==> src/rtl/uma_arbiter.sv <==
// rtl/uma_arbiter.sv - multi-channel unified memory arbiter with per-channel pending slots
// Fixed priority with starvation promotion (MODE 0) or round-robin (MODE 1).
module uma_arbiter #(
    parameter int CH_COUNT   = 2,
    parameter int ADDR_WIDTH = 23,
    parameter int DATA_WIDTH = 32,
    parameter int MODE       = 0,
    parameter int MAX_WAIT   = 15
) (
    input  logic                                CLK,
    input  logic                                RESET,
    input  logic [CH_COUNT-1:0]                 REQ,
    input  logic [CH_COUNT-1:0]                 WE,
    input  logic [CH_COUNT*ADDR_WIDTH-1:0]      ADDR,
    input  logic [CH_COUNT*ADDR_WIDTH-1:0]      BASE,
    input  logic [CH_COUNT*DATA_WIDTH-1:0]      DIN,
    input  logic [CH_COUNT*(DATA_WIDTH/8)-1:0]  BE,
    output logic [CH_COUNT-1:0]                 ACK,
    output logic [DATA_WIDTH-1:0]               RDATA,
    output logic [CH_COUNT-1:0]                 OVERRUN,
    output logic                                M_REQ,
    output logic                                M_WE,
    output logic [ADDR_WIDTH-1:0]               M_ADDR,
    output logic [DATA_WIDTH-1:0]               M_DIN,
    output logic [DATA_WIDTH/8-1:0]             M_BE,
    input  logic                                M_ACK,
    input  logic [DATA_WIDTH-1:0]               M_DOUT
);
    localparam int BW = DATA_WIDTH / 8;
    localparam int IW = $clog2(CH_COUNT);

    typedef enum logic [1:0] {S_IDLE, S_BUSY, S_DONE} state_t;

    state_t                  state;
    logic [CH_COUNT-1:0]     pend;
    logic                    we_q   [CH_COUNT];
    logic [ADDR_WIDTH-1:0]   addr_q [CH_COUNT];
    logic [DATA_WIDTH-1:0]   din_q  [CH_COUNT];
    logic [BW-1:0]           be_q   [CH_COUNT];
    logic [7:0]              wait_cnt [CH_COUNT];
    logic [IW-1:0]           rr_ptr;
    logic [IW-1:0]           g;

    logic [IW-1:0]           win;
    logic                    found;
    int                      rr_idx;
    logic [ADDR_WIDTH-1:0]   win_addr;

    // Starved channels are searched before the plain priority scan.
    always_comb begin
        win    = '0;
        found  = 1'b0;
        rr_idx = 0;
        if (MODE == 1) begin
            for (int k = 0; k < CH_COUNT; k++) begin
                rr_idx = (int'(rr_ptr) + k) % CH_COUNT;
                if (!found && pend[rr_idx]) begin
                    win   = IW'(rr_idx);
                    found = 1'b1;
                end
            end
        end else begin
            for (int i = 0; i < CH_COUNT; i++) begin
                if (!found && pend[i] && wait_cnt[i] == 8'(MAX_WAIT)) begin
                    win   = IW'(i);
                    found = 1'b1;
                end
            end
            for (int i = 0; i < CH_COUNT; i++) begin
                if (!found && pend[i]) begin
                    win   = IW'(i);
                    found = 1'b1;
                end
            end
        end
    end

    assign win_addr = BASE[int'(win)*ADDR_WIDTH +: ADDR_WIDTH] + addr_q[win];

    always_ff @(posedge CLK) begin
        if (RESET) begin
            state   <= S_IDLE;
            pend    <= '0;
            OVERRUN <= '0;
            rr_ptr  <= '0;
            g       <= '0;
            ACK     <= '0;
            RDATA   <= '0;
            M_REQ   <= 1'b0;
            M_WE    <= 1'b0;
            M_ADDR  <= '0;
            M_DIN   <= '0;
            M_BE    <= '0;
            for (int i = 0; i < CH_COUNT; i++) begin
                we_q[i]     <= 1'b0;
                addr_q[i]   <= '0;
                din_q[i]    <= '0;
                be_q[i]     <= '0;
                wait_cnt[i] <= '0;
            end
        end else begin
            // A strobe in the DONE cycle of the same channel refills the slot.
            for (int i = 0; i < CH_COUNT; i++) begin
                if (REQ[i]) begin
                    if (pend[i] && !(state == S_DONE && g == IW'(i))) begin
                        OVERRUN[i] <= 1'b1;
                    end else begin
                        pend[i]   <= 1'b1;
                        we_q[i]   <= WE[i];
                        addr_q[i] <= ADDR[i*ADDR_WIDTH +: ADDR_WIDTH];
                        din_q[i]  <= DIN[i*DATA_WIDTH +: DATA_WIDTH];
                        be_q[i]   <= BE[i*BW +: BW];
                    end
                end else if (state == S_DONE && g == IW'(i)) begin
                    pend[i] <= 1'b0;
                end
            end

            case (state)
                S_IDLE: begin
                    if (|pend) begin
                        g      <= win;
                        M_REQ  <= 1'b1;
                        M_WE   <= we_q[win];
                        M_ADDR <= win_addr;
                        M_DIN  <= din_q[win];
                        M_BE   <= be_q[win];
                        rr_ptr <= (int'(win) == CH_COUNT - 1) ? '0 : win + 1'b1;
                        for (int i = 0; i < CH_COUNT; i++) begin
                            if (IW'(i) == win)
                                wait_cnt[i] <= '0;
                            else if (pend[i] && wait_cnt[i] != 8'(MAX_WAIT))
                                wait_cnt[i] <= wait_cnt[i] + 8'd1;
                        end
                        state <= S_BUSY;
                    end
                end
                S_BUSY: begin
                    if (M_ACK) begin
                        M_REQ  <= 1'b0;
                        M_WE   <= 1'b0;
                        M_ADDR <= '0;
                        M_DIN  <= '0;
                        M_BE   <= '0;
                        ACK    <= {{(CH_COUNT-1){1'b0}}, 1'b1} << g;
                        RDATA  <= M_DOUT;
                        state  <= S_DONE;
                    end
                end
                S_DONE: begin
                    ACK   <= '0;
                    RDATA <= '0;
                    state <= S_IDLE;
                end
                default: state <= S_IDLE;
            endcase
        end
    end
endmodule

==> config.mk <==
export PLATFORM = sky130hd
export DESIGN_NAME = uma_arbiter
export DESIGN_NICKNAME = d
export VERILOG_FILES = /design/src/rtl/uma_arbiter.sv
export SDC_FILE = /design/constraint.sdc
export NUM_CORES = 1
export LEC_CHECK = 0
export BUFFER_PORTS_ARGS = -buffer_cell sky130_fd_sc_hd__buf_2
export CAP_MARGIN = 10
export CELL_PAD_IN_SITES_DETAIL_PLACEMENT = 1
export CELL_PAD_IN_SITES_GLOBAL_PLACEMENT = 2
export CORE_UTILIZATION = 30
export CTS_BUF_LIST = sky130_fd_sc_hd__clkbuf_8
export DETAILED_ROUTE_END_ITERATION = 16
export HOLD_SLACK_MARGIN = 0.02
export PLACE_DENSITY = 0.71
export SYNTH_ARGS = -nofsm -noshare
export SYNTH_HDL_FRONTEND = slang
export SYNTH_SLANG_ARGS = --single-unit
==> constraint.sdc <==
create_clock -name CLK -period 6.98 [get_ports CLK]
set_clock_uncertainty 0.1 [all_clocks]
set_input_delay 1.396 -clock CLK [delete_from_list [all_inputs] [get_ports CLK]]
set_output_delay 1.396 -clock CLK [all_outputs]
set_load 0.005 [all_outputs]
==> metrics.md <==
| Metric | Value |
|---|---|
| Peak Freq | between 200 and 250 MHz |
| Total clock buffers created by CTS | 43 |
| Effective utilization at floorplan | 30.4% |
| Combined area of all synthesized cells | 10800 um2 |
| Run status | finished, final reports clean |
| Crit path largest cell delay | 0.62 ns |
| Most common cell after layout, fill and taps aside | sky130_fd_sc_hd__buf_2 |
| Critical path capture point type | register |
| Fraction of layout cells with a size suffix above 1 | 34.9% |
| Ranking of synthesized cells by area | sky130_fd_sc_hd__edfxtp_1 38%, sky130_fd_sc_hd__dfxtp_1 19%, sky130_fd_sc_hd__mux2_2 8.6% |
| Total negative setup slack | 0 ns |
| Placed wire-length estimate | 22300 um |
| Die boundary height | 192 um |
| Number of buffers inserted to repair setup after CTS | 0 |
| Worst slew margin | 22.8% |
| Power density cells | between 200 and 300 nW/um2 |
| Die footprint | 36800 um2 |
| Crit path max-delay cell type | sky130_fd_sc_hd__a21boi_4 |
| Total Power | ~0.0035 W |
| # resized after CTS | 0 |
| Arr. time, crit path | 5.35 ns |
| Global route overflow | 0 |
| Final ANT Viol Nets | 0 |
| Portion of the clock cycle consumed by the worst path in the final layout | 70.8% |
| Remaining routing DRC violations | 0 |
| Net count after synthesis | 1194 |
| Gate count of the mapped netlist | a little under 1000 |
| Reg clk slew, reported paths | about 0.060 ns |
| Die Span X | 192 um |
| Minimum clock period after layout | between 4 and 5 ns |
| Number of iterations in the first detailed-routing pass | 4 |
| Worst slew pin tran | 1.16 ns |
| Number of design-rule violations left by the first detailed-router iteration | about 280 |
| Critical Setup Path Class | register to register |
| Post-synthesis compound-gate area fraction | 10.0% |
| Synthesis-to-finish area growth | 25.3% |
| Highest ir drop seen on vdd | ~0.00016 V |
| CP top delay family | compound AO/OA/AOI/OAI gates |
| Post-layout nets | ~1500 |
| Mean instance size in the synthesized netlist | approximately 11 um2 |
| Cell taking the most area after synthesis | sky130_fd_sc_hd__edfxtp_1 |
| Average wire per cell in the routed design | 17.9 um |
| Fill cell total of the finished layout | 4027 |
| Placement row count | 69 |
| Main combinational cell family by area after synthesis | simple AND/OR/NAND/NOR gates |
| Placeable Area | ~35000 um2 |
| Clock root cell | sky130_fd_sc_hd__clkbuf_8 |
| Count of hold-fix buffers inserted at cts | 0 |
| XOR/XNOR share of the synthesized area | 2.76% |
| Final-report hold violation count | 0 |
| Initial antenna violation count | 16 |
| Type of origin of the critical path | register |
| RSZ-0062 raised after global routing | false |
| Num Clock Sinks | between 200 and 250 |
| Maximum fanout along the worst path | 33 |
| Clock latency on the worst-skew pair | about 0.6 ns |
| YS warnings | 0 |
| Setup-failing EPs final | 0 |
| Reg2reg setup slack | 2.04 ns |
| Crit path cell chain | or4_1, nor2_1, o21ai_1, a21boi_4, buf_4, mux2_2, ha_1, and3_1, nand2_1, a21oi_1, o21ai_0, o21ai_0, mux2_2, o211ai_1 |
| Vias in the first global route | 8387 |
| Max_cap viols | 0 |
| Post-synth cell types | ~50 |
| Tightest Hold Check Type | register to register |
| First-pass GRT wire length | 47200 um |
| Dominant register cell in the synthesized netlist | sky130_fd_sc_hd__edfxtp_1 |
| EDFF count, synth | 136 |
| Portion of the post-synthesis area used by sequential elements | a little under three fifths |
| Total leakage power | between 5 and 6 nW |
| Area fraction of the dominant cell type after synthesis | 37.8% |
| Count of buffering cells on the critical path with inverters included | 1 |
| Via count | 8304 |
| Longest Clk Path Bufs | 3 |
| Max-slew violation total from the final report | 0 |
| Largest net degree at the start of global routing | 72 |
| Buffers added on ports | 299 |
| Wirelength, routed | between 30000 and 40000 um |
| Critical path required time | between 7 and 8 ns |
| Adder-cell share of the synthesized area | 2.97% |
| H-Tree Level Count | 2 |
| IO Count | 300 |
| Most frequent cells in the layout | 298 x sky130_fd_sc_hd__buf_2, 136 x sky130_fd_sc_hd__edfxtp_1, 120 x sky130_fd_sc_hd__and2_1 |
| Post-synthesis mux area share | just under 9% |
| Ys async rst share | 0% |
| TritonCTS clock tree | yes |
| Final Wtd Congestion | 0.790 |
| Post-synthesis simple-gate area fraction | between 10% and 20% |
| Via/cell ratio | 4.69 |
| GRT Resource Usage Total | roughly 17% |
| Number of synthesized register bits | 238 |
[stage by stage]
stage	cells	hold WS, ns	cell area, um2	setup WS, ns	utilization [%]
2_1_floorplan	966	0.342	10800	2.78	-
3_3_place_gp	1677	0.336	12700	2.12	35.8
3_5_place_dp	1677	0.344	12700	1.95	35.8
4_1_cts	1757	0.353	13500	1.93	38.0
5_1_grt	1766	0.367	13500	1.70	38.1
6_report	1769	0.348	13500	2.04	38.1
[registers in the layout (all words and copies together), names as in the netlist]
name and count:
addr_q 46, OVERRUN 2, pend 2, state 2
ACK 2, M_BE 4, M_ADDR 23, din_q 64
M_DIN 32, wait_cnt 16, be_q 8, g 1
RDATA 32, M_REQ 1, we_q 2, M_WE 1
[cell families after synthesis]
family / after synthesis
multiplexers: 83
AND/OR/NAND/NOR: 346
adder cells (fa/ha/maj): 25
flip-flops: 238
XOR/XNOR: 34
buffers and inverters: 68
AO/OA/AOI/OAI: 172
[cell type report]
class | count | area [um2] | area share, %
multi-input cells | 660 | 4380 | 32.4
repair buffers | 311 | 1600 | 11.8
inverters | 8 | 30.0 | 0.222
flip-flops and latches | 238 | 6130 | 45.3
clock buffers | 47 | 647 | 4.78
well taps | 461 | 577 | 4.26
clock inverters | 33 | 145 | 1.07
diodes | 11 | 27.5 | 0.203
[worst register-to-register path: cells and delay by family (launching register included)]
kind | cells | cell delay (ns)
compound gates | 6 | 1.71
fa+ha+maj | 1 | 0.37
buf+inv | 1 | 0.53
flops | 1 | 0.43
mux | 2 | 0.80
simple gates | 4 | 0.93
[path summary, 6_finish.rpt]
check | from | to | cells after the start
worst max-delay path | wait_cnt[1][4] | M_ADDR[19] | 14
worst min-delay path | RDATA[30] | RDATA[30] | 2
worst max register to register | wait_cnt[1][4] | M_ADDR[19] | 14
worst min register to register | RDATA[30] | RDATA[30] | 2
[where the power goes]
part,switching [W],internal [W],leakage [nW],total [W]
Combinational,0.000347,0.000274,3.06,0.000620
Clock,0.000589,0.000621,0.502,0.00121
Sequential,0.0000506,0.00161,2.29,0.00166
Total,0.000987,0.00251,5.86,0.00349
[Yosys cell counts, drive strengths merged, types with 8 or more instances]
| library cell | n |
|---|---|
| buf | 15 |
| a21o | 11 |
| inv | 8 |
| edfxtp | 136 |
| mux2 | 82 |
| nor2 | 81 |
| xnor2 | 21 |
| ha | 24 |
| clkbuf | 45 |
| xor2 | 13 |
| and2 | 120 |
| dfxtp | 102 |
| o21ai | 25 |
| a21oi | 66 |
| nand2 | 74 |
| a22oi | 44 |
| nand3 | 43 |
[layer usage]
layer / vias up / track usage (%) / wire length [um]
li1: 4043 / - / -
met1: 3948 / 20.3 / 13200
met2: 232 / 27.4 / 15100
met3: 69 / 6.40 / 2450
met4: 12 / 6.72 / 824
met5: - / 0 / 76
Power figures use the tool's default switching activity.
